File: src/rtl/result_quant_stream_pkg.sv
// Shared constants for the result requantization stream: FSM encoding,
// default widths and the saturation limits derived from the output width.
package result_quant_stream_pkg;

  localparam int unsigned DefOutWidth  = 8;
  localparam int unsigned DefFifoDepth = 16;

  localparam logic [1:0] StIdle  = 2'd0;
  localparam logic [1:0] StRun   = 2'd1;
  localparam logic [1:0] StDrain = 2'd2;
  localparam logic [1:0] StDone  = 2'd3;

  // Largest / smallest value representable in a signed word of width w.
  function automatic int sat_hi(input int unsigned w);
    return (1 << (w - 1)) - 1;
  endfunction

  function automatic int sat_lo(input int unsigned w);
    return -(1 << (w - 1));
  endfunction

  localparam int DefSatHi = sat_hi(DefOutWidth);
  localparam int DefSatLo = sat_lo(DefOutWidth);

endpackage

File: src/rtl/result_quant_stream_if.sv
// Valid/ready output stream carrying one quantized word and its address.
interface result_quant_stream_if
  import result_quant_stream_pkg::*;
#(
  parameter int unsigned ADDR_SIZE = 16,
  parameter int unsigned OUT_WIDTH = DefOutWidth
);
  logic                        o_valid;
  logic                        i_ready;
  logic [ADDR_SIZE-1:0]        o_addr;
  logic signed [OUT_WIDTH-1:0] o_data;

  modport master (output o_valid, output o_addr, output o_data, input i_ready);
  modport slave  (input o_valid, input o_addr, input o_data, output i_ready);
endinterface

File: src/rtl/sync_fifo_fwft.sv
// Single-clock first-word-fall-through FIFO. A push while full is accepted
// only when a pop frees a slot on the same edge; pop while empty is ignored.
module sync_fifo_fwft #(
  parameter int unsigned Width = 24,
  parameter int unsigned Depth = 16
) (
  input  logic                       clk,
  input  logic                       rst,
  input  logic                       push_i,
  input  logic                       pop_i,
  input  logic [Width-1:0]           wdata_i,
  output logic [Width-1:0]           rdata_o,
  output logic                       full_o,
  output logic                       empty_o,
  output logic [$clog2(Depth):0]     count_o
);
  localparam int unsigned PtrW = $clog2(Depth);

  logic [Width-1:0] mem_q [Depth];
  logic [PtrW-1:0]  wr_ptr_q, wr_ptr_d, rd_ptr_q, rd_ptr_d;
  logic [PtrW:0]    count_q, count_d;
  logic             do_push, do_pop;

  assign full_o  = (count_q == (PtrW + 1)'(Depth));
  assign empty_o = (count_q == '0);
  assign count_o = count_q;
  assign rdata_o = mem_q[rd_ptr_q];
  assign do_pop  = pop_i && !empty_o;
  assign do_push = push_i && (!full_o || do_pop);

  // Pointer and occupancy next-state.
  always_comb begin
    wr_ptr_d = do_push ? wr_ptr_q + PtrW'(1) : wr_ptr_q;
    rd_ptr_d = do_pop  ? rd_ptr_q + PtrW'(1) : rd_ptr_q;
    count_d  = count_q;
    unique case ({do_push, do_pop})
      2'b10:   count_d = count_q + (PtrW + 1)'(1);
      2'b01:   count_d = count_q - (PtrW + 1)'(1);
      default: count_d = count_q;
    endcase
  end

  // Pointer/occupancy state; reset flushes the FIFO.
  always_ff @(posedge clk or posedge rst) begin
    if (rst) begin
      wr_ptr_q <= '0;
      rd_ptr_q <= '0;
      count_q  <= '0;
    end else begin
      wr_ptr_q <= wr_ptr_d;
      rd_ptr_q <= rd_ptr_d;
      count_q  <= count_d;
    end
  end

  // Storage array; contents need no reset since occupancy gates reads.
  always_ff @(posedge clk) begin
    if (do_push) mem_q[wr_ptr_q] <= wdata_i;
  end

endmodule

File: src/rtl/result_quant_stream.sv
// Requantizes GEMM result-RAM writes (round-half-up shift, optional ReLU,
// signed saturation), buffers them with their address and streams them out.
module result_quant_stream
  import result_quant_stream_pkg::*;
#(
  parameter int unsigned RESULT_SIZE = 32,
  parameter int unsigned ADDR_SIZE   = 16,
  parameter int unsigned OUT_WIDTH   = DefOutWidth,
  parameter int unsigned SHIFT_W     = 5,
  parameter int unsigned FIFO_DEPTH  = DefFifoDepth
) (
  input  logic                          clk,
  input  logic                          rst,
  input  logic                          start,
  input  logic [SHIFT_W-1:0]            cfg_shift,
  input  logic                          cfg_relu,
  input  logic [ADDR_SIZE-1:0]          i_result_addr,
  input  logic signed [RESULT_SIZE-1:0] i_result_save,
  input  logic                          i_ena,
  input  logic                          i_wea,
  input  logic                          i_w_done,
  result_quant_stream_if.master         out_if,
  output logic                          o_almost_full,
  output logic                          o_overflow,
  output logic [ADDR_SIZE:0]            o_count,
  output logic                          o_busy,
  output logic                          o_done
);
  localparam int unsigned AccW = RESULT_SIZE + 1;
  localparam int unsigned CntW = $clog2(FIFO_DEPTH) + 1;
  localparam logic signed [AccW-1:0] SatHi = AccW'(sat_hi(OUT_WIDTH));
  localparam logic signed [AccW-1:0] SatLo = AccW'(sat_lo(OUT_WIDTH));

  logic [1:0]                  state_q, state_d;
  logic [SHIFT_W-1:0]          shift_q, shift_d;
  logic                        relu_q, relu_d;
  logic                        s1_valid_q, s1_valid_d, s2_valid_q, s2_valid_d;
  logic [ADDR_SIZE-1:0]        s1_addr_q, s2_addr_q;
  logic signed [AccW-1:0]      s1_val_q, s1_val_d, acc_ext, rnd, relu_val;
  logic signed [OUT_WIDTH-1:0] s2_data_q, s2_data_d;
  logic                        overflow_q, overflow_d;
  logic [ADDR_SIZE:0]          count_q, count_d;
  logic                        fifo_full, fifo_empty, pop, arm;
  logic [CntW-1:0]             fifo_count;
  logic [ADDR_SIZE+OUT_WIDTH-1:0] fifo_rdata;

  assign arm = (state_q == StIdle) && start;
  assign pop = out_if.o_valid && out_if.i_ready;

  // Stage 1: round-half-up arithmetic shift, one extra bit so the bias never wraps.
  always_comb begin
    acc_ext  = {i_result_save[RESULT_SIZE-1], i_result_save};
    rnd      = '0;
    s1_val_d = acc_ext;
    if (shift_q != '0) begin
      rnd      = AccW'(1) << (shift_q - SHIFT_W'(1));
      s1_val_d = (acc_ext + rnd) >>> shift_q;
    end
  end

  // Stage 2: optional ReLU then clamp to the signed output range.
  always_comb begin
    relu_val = s1_val_q;
    if (relu_q && (s1_val_q < 0)) relu_val = '0;
    if (relu_val > SatHi)      s2_data_d = SatHi[OUT_WIDTH-1:0];
    else if (relu_val < SatLo) s2_data_d = SatLo[OUT_WIDTH-1:0];
    else                       s2_data_d = relu_val[OUT_WIDTH-1:0];
  end

  // FSM, config latch, pipeline valids, overflow flag and transfer counter.
  always_comb begin
    state_d    = state_q;
    shift_d    = shift_q;
    relu_d     = relu_q;
    overflow_d = overflow_q;
    count_d    = pop ? count_q + (ADDR_SIZE + 1)'(1) : count_q;
    s1_valid_d = (state_q == StRun) && i_ena && i_wea;
    s2_valid_d = s1_valid_q;
    // Stage-2 word meeting a full FIFO with no pop is lost.
    if (s2_valid_q && fifo_full && !pop) overflow_d = 1'b1;
    case (state_q)
      StIdle: begin
        if (start) begin
          state_d    = StRun;
          shift_d    = cfg_shift;
          relu_d     = cfg_relu;
          overflow_d = 1'b0;
          count_d    = '0;
          s2_valid_d = 1'b0;
        end
      end
      StRun:   if (i_w_done) state_d = StDrain;
      StDrain: if (!s1_valid_q && !s2_valid_q && fifo_empty) state_d = StDone;
      default: state_d = StIdle;
    endcase
    if (arm) s1_valid_d = 1'b0;
  end

  // All block state; asynchronous reset returns to an idle, empty block.
  always_ff @(posedge clk or posedge rst) begin
    if (rst) begin
      state_q    <= StIdle;
      shift_q    <= '0;
      relu_q     <= 1'b0;
      s1_valid_q <= 1'b0;
      s2_valid_q <= 1'b0;
      s1_addr_q  <= '0;
      s2_addr_q  <= '0;
      s1_val_q   <= '0;
      s2_data_q  <= '0;
      overflow_q <= 1'b0;
      count_q    <= '0;
    end else begin
      state_q    <= state_d;
      shift_q    <= shift_d;
      relu_q     <= relu_d;
      s1_valid_q <= s1_valid_d;
      s2_valid_q <= s2_valid_d;
      s1_addr_q  <= i_result_addr;
      s2_addr_q  <= s1_addr_q;
      s1_val_q   <= s1_val_d;
      s2_data_q  <= s2_data_d;
      overflow_q <= overflow_d;
      count_q    <= count_d;
    end
  end

  sync_fifo_fwft #(
    .Width (ADDR_SIZE + OUT_WIDTH),
    .Depth (FIFO_DEPTH)
  ) u_fifo (
    .clk     (clk),
    .rst     (rst),
    .push_i  (s2_valid_q),
    .pop_i   (pop),
    .wdata_i ({s2_addr_q, s2_data_q}),
    .rdata_o (fifo_rdata),
    .full_o  (fifo_full),
    .empty_o (fifo_empty),
    .count_o (fifo_count)
  );

  assign out_if.o_valid = !fifo_empty;
  assign out_if.o_addr  = fifo_rdata[ADDR_SIZE+OUT_WIDTH-1:OUT_WIDTH];
  assign out_if.o_data  = fifo_rdata[OUT_WIDTH-1:0];
  assign o_almost_full  = (fifo_count >= CntW'(FIFO_DEPTH - 2));
  assign o_overflow     = overflow_q;
  assign o_count        = count_q;
  assign o_busy         = (state_q != StIdle);
  assign o_done         = (state_q == StDone);

endmodule

File: src/flat_wrapper.sv
// flat-port wrapper written by rule: the top's interface ports become plain ports
module result_quant_stream_flat import result_quant_stream_pkg::*;
#(
  parameter int unsigned RESULT_SIZE = 32,
  parameter int unsigned ADDR_SIZE   = 16,
  parameter int unsigned OUT_WIDTH   = DefOutWidth,
  parameter int unsigned SHIFT_W     = 5,
  parameter int unsigned FIFO_DEPTH  = DefFifoDepth
)
  (clk, rst, start, cfg_shift, cfg_relu, i_result_addr, i_result_save, i_ena, i_wea, i_w_done, o_almost_full, o_overflow, o_count, o_busy, o_done, out_if_o_valid, out_if_o_addr, out_if_o_data, out_if_i_ready);
  result_quant_stream_if #(.ADDR_SIZE(ADDR_SIZE), .OUT_WIDTH(OUT_WIDTH)) out_if_i ();
  input  logic clk;
  input  logic rst;
  input  logic start;
  input  logic [SHIFT_W-1:0] cfg_shift;
  input  logic cfg_relu;
  input  logic [ADDR_SIZE-1:0] i_result_addr;
  input  logic signed [RESULT_SIZE-1:0] i_result_save;
  input  logic i_ena;
  input  logic i_wea;
  input  logic i_w_done;
  output logic o_almost_full;
  output logic o_overflow;
  output logic [ADDR_SIZE:0] o_count;
  output logic o_busy;
  output logic o_done;
  output wire logic [$bits(out_if_i.o_valid)-1:0] out_if_o_valid;
  output wire logic [$bits(out_if_i.o_addr)-1:0] out_if_o_addr;
  output wire logic [$bits(out_if_i.o_data)-1:0] out_if_o_data;
  input wire logic [$bits(out_if_i.i_ready)-1:0] out_if_i_ready;
  assign out_if_o_valid = out_if_i.o_valid;
  assign out_if_o_addr = out_if_i.o_addr;
  assign out_if_o_data = out_if_i.o_data;
  assign out_if_i.i_ready = out_if_i_ready;
  result_quant_stream #(.RESULT_SIZE(RESULT_SIZE), .ADDR_SIZE(ADDR_SIZE), .OUT_WIDTH(OUT_WIDTH), .SHIFT_W(SHIFT_W), .FIFO_DEPTH(FIFO_DEPTH)) u_core (.clk(clk), .rst(rst), .start(start), .cfg_shift(cfg_shift), .cfg_relu(cfg_relu), .i_result_addr(i_result_addr), .i_result_save(i_result_save), .i_ena(i_ena), .i_wea(i_wea), .i_w_done(i_w_done), .out_if(out_if_i), .o_almost_full(o_almost_full), .o_overflow(o_overflow), .o_count(o_count), .o_busy(o_busy), .o_done(o_done));
endmodule
File: config.mk
export PLATFORM = sky130hd
export DESIGN_NAME = result_quant_stream_flat
export DESIGN_NICKNAME = d
export VERILOG_FILES = /design/src/rtl/result_quant_stream_pkg.sv /design/src/rtl/result_quant_stream_if.sv /design/src/rtl/sync_fifo_fwft.sv /design/src/rtl/result_quant_stream.sv /design/src/flat_wrapper.sv
export SDC_FILE = /design/constraint.sdc
export NUM_CORES = 1
export LEC_CHECK = 0
export CELL_PAD_IN_SITES_DETAIL_PLACEMENT = 1
export CELL_PAD_IN_SITES_GLOBAL_PLACEMENT = 2
export CORE_AREA = 3 3 224 226
export CTS_BUF_LIST = sky130_fd_sc_hd__clkbuf_4 sky130_fd_sc_hd__clkbuf_8
export DETAILED_ROUTE_END_ITERATION = 6
export DIE_AREA = 0 0 227 229
export GPL_TIMING_DRIVEN = 0
export PLACE_DENSITY = 0.94
export SLEW_MARGIN = 20
export SYNTH_ARGS = -nofsm -noshare
export SYNTH_HDL_FRONTEND = slang
export SYNTH_SLANG_ARGS = --single-unit
File: constraint.sdc
create_clock -name clk -period 8.11 [get_ports clk]
set_input_delay 1.622 -clock clk [delete_from_list [all_inputs] [get_ports clk]]
set_output_delay 1.622 -clock clk [all_outputs]
set_load 0.02 [all_outputs]
* Word level (Yosys, flattened, before mapping)
Memory sizes are Yosys's and may differ from the RTL's. Index checks and enable logic that the tools add are counted.
Word-level totals: bits of input ports 61, memories 1, output and inout bits 46, RAM bits 384, register bits 114
Memory list:
- u_core.u_fifo.mem_q | words 16, width 24, read ports 1, clocked after Yosys merged registers in 0, write ports 1, RTL line sync_fifo_fwft.sv:19 | logic [Width-1:0] mem_q [Depth];
Cells by class: eq/ne operators 9, reduce and logical (&&, ||, !) cells 24, shifts and indexed selects 2, muxes and demuxes 20, $add $sub $neg 7, magnitude comparators 4
Operator list (count):
- $mux 33 | 2
- $mux 17 | 3
- $add 32x33->33 | 1
- $gt 33x8->1 const B | 1
- $lt 33x1->1 const B | 1
- $lt 33x8->1 const B | 1
- $shl 1x5->33 const A | 1
- $sshr 33x5->33 | 1
- $add 17x1->17 const B | 1
- $mux 8 | 2
- $logic_and 1x1->1 | 11
- $pmux 5 s2 | 1
- $sub 5x1->5 const B | 2
- $add 4x1->4 const B | 2
- $mux 1 | 8
- $eq 2x2->1 const B | 3
- $mux 2 | 3
- $pmux 2 s3 | 1
- $add 5x1->5 const B | 1
- $eq 5x5->1 const B | 1
- $ge 5x4->1 const B | 1
- $logic_not 1->1 | 5
- $logic_not 5->1 | 1
- $reduce_bool 5->1 | 1
- other kinds (8) | 11

* Longest topological paths before layout
Gate-level depths: netlist of the first run.
depth after elaboration 8, depth in mapped cells 21

* Cells and area by module
From an unflattened synthesis of the first run, not the netlist that was laid out.
Unflattened totals: cells, all modules 1851, area total of the unflattened synthesis 24477.2 um2
By module, submodules not included:
- sync_fifo_fwft | cells each 780, area each 15772.6 um2, seq. area each 11856.4 um2, times used 1
- result_quant_stream | cells each 1071, area each 8704.6 um2, seq. area each 2527.4 um2, times used 1

* Worst setup path after synthesis of the first run
OpenSTA, ideal clock, no wires.
path type input to register, start input port i_result_save[0], end register u_core.s1_val_q[2], path buffers 0, path slack 3.545 ns, cell stages on the path 12, arrival 4.423 ns, cell sequence ha_1 > fa_1 > a211oi_2 > o211ai_2 > a21oi_4 > a21oi_1 > or3_4 > a31o_1 > a221oi_4 > mux2i_1 > a221oi_2 > o221ai_1
Between the ends: cells in the longest elaborated chain, start to end 3
Ends and longest elaborated chain:
- start: declaration | RTL line flat_wrapper.sv:18 | input logic signed [RESULT_SIZE-1:0] i_result_save;
- $add 32x33->33 | RTL line result_quant_stream.sv:57 | s1_val_d = (acc_ext + rnd) >>> shift_q;
- $sshr 33x5->33 | RTL line result_quant_stream.sv:57
- $mux 33 | RTL line result_quant_stream.sv:55 | if (shift_q != '0) begin
- via u_core.s1_val_d[2] | RTL line result_quant_stream.sv:39 | logic signed [AccW-1:0] s1_val_q, s1_val_d, acc_ext, rnd, relu_val;
- end signal: assignment | RTL line result_quant_stream.sv:121 | s1_val_q <= s1_val_d;
- end: declaration | RTL line result_quant_stream.sv:39
The timed path passes the listed nets, and every way through them passes these cells. A chain may end at the register's enable or synchronous reset.

* Worst setup path in the final report of the first run
start register u_core.shift_q[2], end register u_core.s1_val_q[4]
Between the ends: cells in the longest elaborated chain, start to end 5
Ends and longest elaborated chain:
- start: declaration | RTL line result_quant_stream.sv:35 | logic [SHIFT_W-1:0] shift_q, shift_d;
- start signal: assignment | RTL line result_quant_stream.sv:115 | shift_q <= shift_d;
- $sub 5x1->5 | RTL line result_quant_stream.sv:56 | rnd = AccW'(1) << (shift_q - SHIFT_W'(1));
- $shl 1x5->33 | RTL line result_quant_stream.sv:56
- $add 32x33->33 | RTL line result_quant_stream.sv:57
- $sshr 33x5->33 | RTL line result_quant_stream.sv:57
- $mux 33 * | RTL line result_quant_stream.sv:55
- via u_core.s1_val_d[4] | RTL line result_quant_stream.sv:39
Mark *: on every way through the listed nets, which the timed path passes. The rest lies on a longest branch.

==> run metrics, run 1 <==
share of post-route cells with drive strength above 1 19.0%; CP max stage cell a2111oi_0; CTS Buf Count 76; DRT antenna net count 0; Peak Freq 0.148 GHz; Iteration-0 DRC Markers 1872; I/O Buffers 106; DIE WIDTH 227 µm; max incr delay on CP 0.74 ns; Max FO, Critical Path 10; pin count of the biggest net entering global routing 78; number of buffers and inverters on the critical path 5; CP arrival 7.24 ns; fin crit period 6.75 ns; worst-path cell chain clkbuf_1 > inv_1 > clkbuf_1 > buf_1 > clkbuf_1 > nand2_1 > nor2_1 > ha_1 > nand2_1 > o21ai_1 > a2111oi_0 > a211o_1 > nand4_2 > o221ai_1 > mux2i_1 > a211oi_1 > o311ai_1; DRC viols 0; post_cts resized 0; Setup crit start kind register; Core Util, Final 57.0%; CTS tree done; # Post-CTS Setup Buffers 0; CTS Buffer Depth 3; Max-Cap Viols 0; clk_skew 0.0343 ns; Die Y 229 µm; unrepaired setup endpoints after global routing false; post-synthesis cell type count 90; hold_buf cts 0; Worst slew margin 26.9%; Die ar. 52000 µm²; H-tree depth 3; Root Driver clkbuf_8; 1st-pass router iterations 5; Async SR Flop Fraction 22.9%; Worst-Margin Slew 1.09 ns; gp weighted congestion 0.968; GRT Total Usage 32.0%; Initial Util 48.6%; CP most frequent cell clkbuf_1; Post-synth EDFFs 384; Hold Path Class register to register; Worst VDD drop 0.136 mV; CP Capture Type register; fin worst setup slack 1.36 ns; synthesized area 23600 µm²; Routed wire per std cell 32.4 µm; nets 1979; pre-CTS setup slack 1.55 ns; drt total wl 82800 µm; worst-skew pair later-pin latency 0.67 ns; total grt overflow 0; flops & latches, synth 498; Core Rows 81; Syn. warnings 0; I/O Pins 107; status finished, final reports clean; delay-heaviest family, CP compound AO/OA/AOI/OAI gates; main flop type after synthesis edfxtp_1; first-pass GRT wire length 121000 µm; initial antenna violation count 2; CP required 8.60 ns; static leakage 0.00970 µW; vias in the first global route 18.1k; Seq/Total Area, Yosys 61.0%; final hold slack 0.344 ns; vias per inst 6.63; Clock Sinks 498; Power Density 359 nW/µm²; DR vias 17.0k; Hold Vio Cnt, Final 0; cells after synthesis 1661; syn_area_per_cell 14.2 µm²; Pins Over Slew Limit 0; clock slew at reported path FFs 0.07 ns; hpwl dp 54700 µm; Final TNS setup 0 ns; Core ar. 48500 µm²; Setup Viol. Count Final 0; Synth Net Count 1770; Period Utilization, post-route 83.2%; Area Growth Syn to Fin 17.2%; critical path class register to register
layer usage:
| metal | global-route usage (%) | up-vias | wire length (µm) |
|---|---|---|---|
| li1 | - | 7019 | - |
| met1 | 39.3 | 8802 | 30800 |
| met2 | 55.1 | 911 | 42100 |
| met3 | 5.58 | 226 | 5740 |
| met4 | 15.2 | 4 | 4080 |
| met5 | 0 | - | 86 |
where the power goes:
part / leakage [µW] / internal [µW] / switching, µW
clock network: 0.000869 / 1230 / 1070
registers: 0.00484 / 2990 / 209
logic: 0.00399 / 1700 / 2730
total: 0.00970 / 5920 / 4000
placed cells by master (no fill, tap or decap), types with 9 or more instances in the layout:
master           netlist  final
dfrtp_1              114    114
o21ai_0               68     68
a211oi_1              16     16
o21a_1                13     13
nor3_1                32     28
mux4_2               122    122
a31oi_1               13     13
mux2_2                14     14
xnor2_1               21     21
clkbuf_1              63     61
edfxtp_1             384    384
o31ai_1                9      9
nand2_1              129    129
buf_16                 0      9
nor2_4                 0     12
nand3_1               24     24
o21ai_1               14     14
and2_1                12     12
o211ai_1              11     11
buf_2                 13     13
buf_1                 17     11
a21o_1                15     15
inv_1                 26     25
nand4_1               19     19
or3_1                 13     13
clkbuf_4               0     24
xor2_1                28     28
buf_6                  1      9
a21oi_1               70     70
a22oi_1                9      9
clkdlybuf4s50_1        0    106
o221ai_1               9      9
clkbuf_8               0     86
clkinv_1               2     12
nor4_1                12     12
mux2i_1               26     26
ha_1                  46     46
nor2_1               127    115
and3_1                19     19
kinds of logic after synthesis:
| group | share of synthesized area, % |
|---|---|
| AND/OR/NAND/NOR | 8.24 |
| buffers and inverters | 2.09 |
| XOR/XNOR | 1.82 |
| multiplexers | 13.4 |
| flip-flops | 61.0 |
| adder cells (fa/ha/maj) | 2.61 |
| AO/OA/AOI/OAI | 10.9 |
synth_stat cells, types with 15 or more instances:
library cell / instances / area (µm²)
mux2i_1: 26 / 260
dfrtp_1: 114 / 2850
o21ai_0: 68 / 340
nand4_1: 19 / 119
inv_1: 26 / 97.6
edfxtp_1: 384 / 11500
buf_1: 17 / 63.8
clkbuf_1: 63 / 236
ha_1: 46 / 576
xor2_1: 28 / 245
a21oi_1: 70 / 350
nand2_1: 129 / 484
nand3_1: 24 / 120
a211oi_1: 16 / 120
xnor2_1: 21 / 184
a21o_1: 15 / 113
and3_1: 19 / 119
nor3_1: 32 / 160
mux4_2: 122 / 2750
nor2_1: 127 / 477
flip-flops by register name, indices dropped and copies added, names as in the netlist:
| name | cells |
|---|---|
| u_core.o_overflow | 1 |
| u_core.s1_val_q | 33 |
| u_core.u_fifo.rd_ptr_q | 4 |
| u_core.u_fifo.wr_ptr_q | 4 |
| u_core.u_fifo.mem_q | 384 |
| u_core.s2_addr_q | 16 |
| u_core.s2_valid_q | 1 |
| u_core.o_count | 17 |
| u_core.shift_q | 5 |
| u_core.relu_q | 1 |
| u_core.s2_data_q | 8 |
| u_core.state_q | 2 |
| u_core.u_fifo.count_o | 5 |
| u_core.s1_valid_q | 1 |
| u_core.s1_addr_q | 16 |
path summary, 6_finish.rpt:
path                                      start              endpoint  slack, ns  cells after the start
max                           u_core.shift_q[2]    u_core.s1_val_q[4]       1.36                     17
min                        u_core.s1_addr_q[15]  u_core.s2_addr_q[15]       0.34                      0
max reg2reg                   u_core.shift_q[2]    u_core.s1_val_q[4]       1.36                     17
min reg2reg                u_core.s1_addr_q[15]  u_core.s2_addr_q[15]       0.34                      0
max in group asynchronous                   rst   u_core.s1_val_q[28]       5.92                      3
min in group asynchronous                   rst  u_core.s1_addr_q[13]       1.38                      2
through the flow:
stage | power, µW | std cells | instance area (µm²)
2_1_floorplan | 5900 | 1661 | 23600
3_3_place_gp | 7330 | 2389 | 25400
3_5_place_dp | 7500 | 2414 | 26000
4_1_cts | 9880 | 2556 | 27700
5_1_grt | 10300 | 2557 | 27700
6_report | 9920 | 2558 | 27700
layout make-up:
class | instances | area [µm²]
Sequential cell | 498 | 14400
Fill cell | 4668 | 20900
Buffer | 95 | 394
Clock buffer | 110 | 1360
Multi-Input combinational cell | 1039 | 8830
Timing Repair Buffer | 131 | 1510
Tap cell | 622 | 778
Clock inverter | 32 | 289
Antenna cell | 2 | 5.00
Inverter | 29 | 114
Power figures use the tool's default switching activity.
==> run 2, diff against run 1 <==
CORE_AREA = 3 3 244 246   (was 3 3 224 226)
DIE_AREA = 0 0 247 249   (was 0 0 227 229)
PLACE_DENSITY = 0.85   (was 0.94)
clock period = 6 ns   (was 8.11 ns; I/O delays follow)
==> run 2 against run 1 <==
Total power increased by 35%; fmax increased by 18%; combinational power increased by 35%; clock power increased by 34%; routed wire length decreased by 5.9%; clock skew decreased by 0.0059 ns; critical endpoint is now u_core.s1_val_q[2]; die area increased by 18%; global-route usage decreased by 6.5 points; critical path depth decreased by 2; largest power group unchanged; register-to-register slack got worse by 1.1 ns.
==> run metrics, run 2 (synthesis results as in run 1) <==
status finished, final reports clean; GRT Total Usage 25.5% (-6.5 points); Hold Crit Start u_core.s1_addr_q[1]; CTS Buffer Depth 3 (unchanged); Initial Util 41.0% (-7.6 points); max reg flops 384 (unchanged); gp weighted congestion 0.942 (-2.7%); hold path cells 0 (unchanged); 1st-pass router iterations 5 (unchanged); commonest non-fill, non-tap cells in the layout edfxtp_1 (384), nand2_1 (129), mux4_2 (122); Core Util, Final 48.6% (-8.4 points); largest register by flop count u_core.u_fifo.mem_q; Pins Over Slew Limit 0 (unchanged); Peak Freq 0.175 GHz (+18%); H-tree depth 3 (unchanged); worst reg2reg path startpoint u_core.shift_q[2]; Hold Path Class register to register; Clock Sinks 498 (unchanged); vias in the first global route 17.6k (-2.7%); CP arrival 6.19 ns (-1.05 ns); placed cell area 26200 µm² (+0.80%); Non-Filler Instances 2709 (+5.9%); I/O Buffers 106 (unchanged); vias per inst 6.10 (-8.0%); DRT antenna net count 0 (unchanged); total grt overflow 0 (unchanged); Reg2Reg Setup Slack 0.28 ns (-1.08 ns); CTS Buf Count 81 (+6.6%); CP max stage cell nor2_1; unrepaired setup endpoints after global routing false; Worst slew margin 27.4% (+0.58 points); fin crit period 5.72 ns (-1.03 ns); critical path class register to register; CP most frequent cell nor2_1; worst-skew pair later-pin latency 0.65 ns (-0.02 ns); Final TNS setup 0 ns (unchanged); hpwl dp 55200 µm (+0.93%); Fill cells 5826 (+25%); CTS tree done; Hold Vio Cnt, Final 0 (unchanged); Period Utilization, post-route 95.3% (+12 points); r2r worst-path depth 15 (-2); drt total wl 77900 µm (-5.9%); Area Growth Syn to Fin 18.6%; final instance area 28000 µm² (+1.2%); CP required 6.47 ns (-2.13 ns); share of post-route cells with drive strength above 1 19.6% (+0.63 points); hold endpoint u_core.s2_addr_q[1]; max incr delay on CP 0.57 ns (-0.17 ns); DIE WIDTH 247 µm (+8.8%); first-pass GRT wire length 116000 µm (-4.1%); Setup Viol. Count Final 0 (unchanged); dpl cells 2558 (+6.0%); Worst-Margin Slew 1.09 ns (-0.000322 ns); static leakage 0.00978 µW (+0.83%); Core ar. 57600 µm² (+19%); Root Driver clkbuf_8; commonest non-fill, non-tap cell in the layout edfxtp_1; Iteration-0 DRC Markers 1544 (-18%); Core Rows 88 (+8.6%); Die ar. 61500 µm² (+18%); Routed wire per std cell 28.8 µm (-11%); clk_skew 0.0283 ns (-0.00594 ns); pin count of the biggest net entering global routing 75 (-3.8%); Power Density 477 nW/µm² (+33%); Die Y 249 µm (+8.7%); critical register-to-register path endpoint u_core.s1_val_q[2]; DR vias 16.5k (-2.6%); Worst VDD drop 0.267 mV (+97%); CP Capture Type register; clock slew at reported path FFs 0.06 ns (about the same); Max FO, Critical Path 10 (unchanged); worst-path cell chain clkbuf_1 > nor2_1 > nand2_1 > nor2_1 > ha_1 > a211oi_2 > o211ai_2 > a211oi_2 > nor2_1 > or3_1 > and2_1 > a221oi_4 > mux2i_1 > a221oi_2 > o221ai_1; DRC viols 0 (unchanged); Max-Cap Viols 0 (unchanged); initial antenna violation count 3 (+1); Setup crit start kind register; nets 1987 (+0.40%); I/O Pins 107 (unchanged)
[run 2: cell types whose count changed in the layout (fill, tap and decap cells not counted), moves of 3 or more]
cell	before	now
buf_12	4	0
buf_16	9	13
buf_4	5	12
clkbuf_1	61	54
clkbuf_2	8	12
clkinv_1	12	19
inv_6	4	1
[run 2: timing repair]
action | CTS | global route
setup endpoints to repair | 29 | 29
buffers inserted | 0 | 4
hold buffers | 0 | 0
resized for setup | 6 | 15
[run 2: stage by stage]
step	setup WS (ns)	total power, µW	hold WS (ns)
global placement	-0.613	9980	0.331
CTS	0.0344	13300	0.350
global route	0.0140	14000	0.361
floorplan	1.66	7980	0.331
finish	0.282	13400	0.349
detailed placement	-0.529	10200	0.338
[run 2: how the worst max path moves through the flow]
stage,from,depth (start not counted),slack (ns),to
floorplan,u_core.shift_q[2],19,1.66,u_core.s1_val_q[26]
global placement,out_if_i_ready,6,-0.61,u_core.u_fifo.mem_q[3][9]
detailed placement,u_core.shift_q[2],17,-0.53,u_core.s1_val_q[20]
CTS,u_core.shift_q[1],15,0.03,u_core.s1_val_q[20]
global route,u_core.shift_q[3],17,0.01,u_core.s1_val_q[18]
finish,u_core.shift_q[2],15,0.28,u_core.s1_val_q[2]
[run 2: power breakdown]
group,switching [µW],total (µW),internal [µW]
registers,266,4310,4040
clock network,1340,3090,1760
logic,3630,5960,2330
total,5230,13400,8130
[run 2: per-layer routing]
metal  GRT usage [%]  routed length (µm)
met4            9.75                2760
met5               0                  16
met1            32.5               30700
met3            4.53                5150
met2            43.4               39300
[run 2: final cells by class]
type	instances	area (µm²)	area share, %
diodes	1	2.50	0.00894
plain buffers	92	389	1.39
clock buffers	112	1390	4.95
clock inverters	36	320	1.14
inverters	29	121	0.434
multi-input cells	1039	8850	31.6
flip-flops and latches	498	14400	51.4
well taps	765	957	3.42
repair buffers	137	1580	5.65
[run 2: critical path, delay by kind of cell, from the launching register on]
kind            cells  cell delay [ns]
fa+ha+maj           1             0.30
simple gates        6             2.18
mux                 1             0.22
buf+inv             1             0.36
flops               1             0.56
compound gates      6             1.93
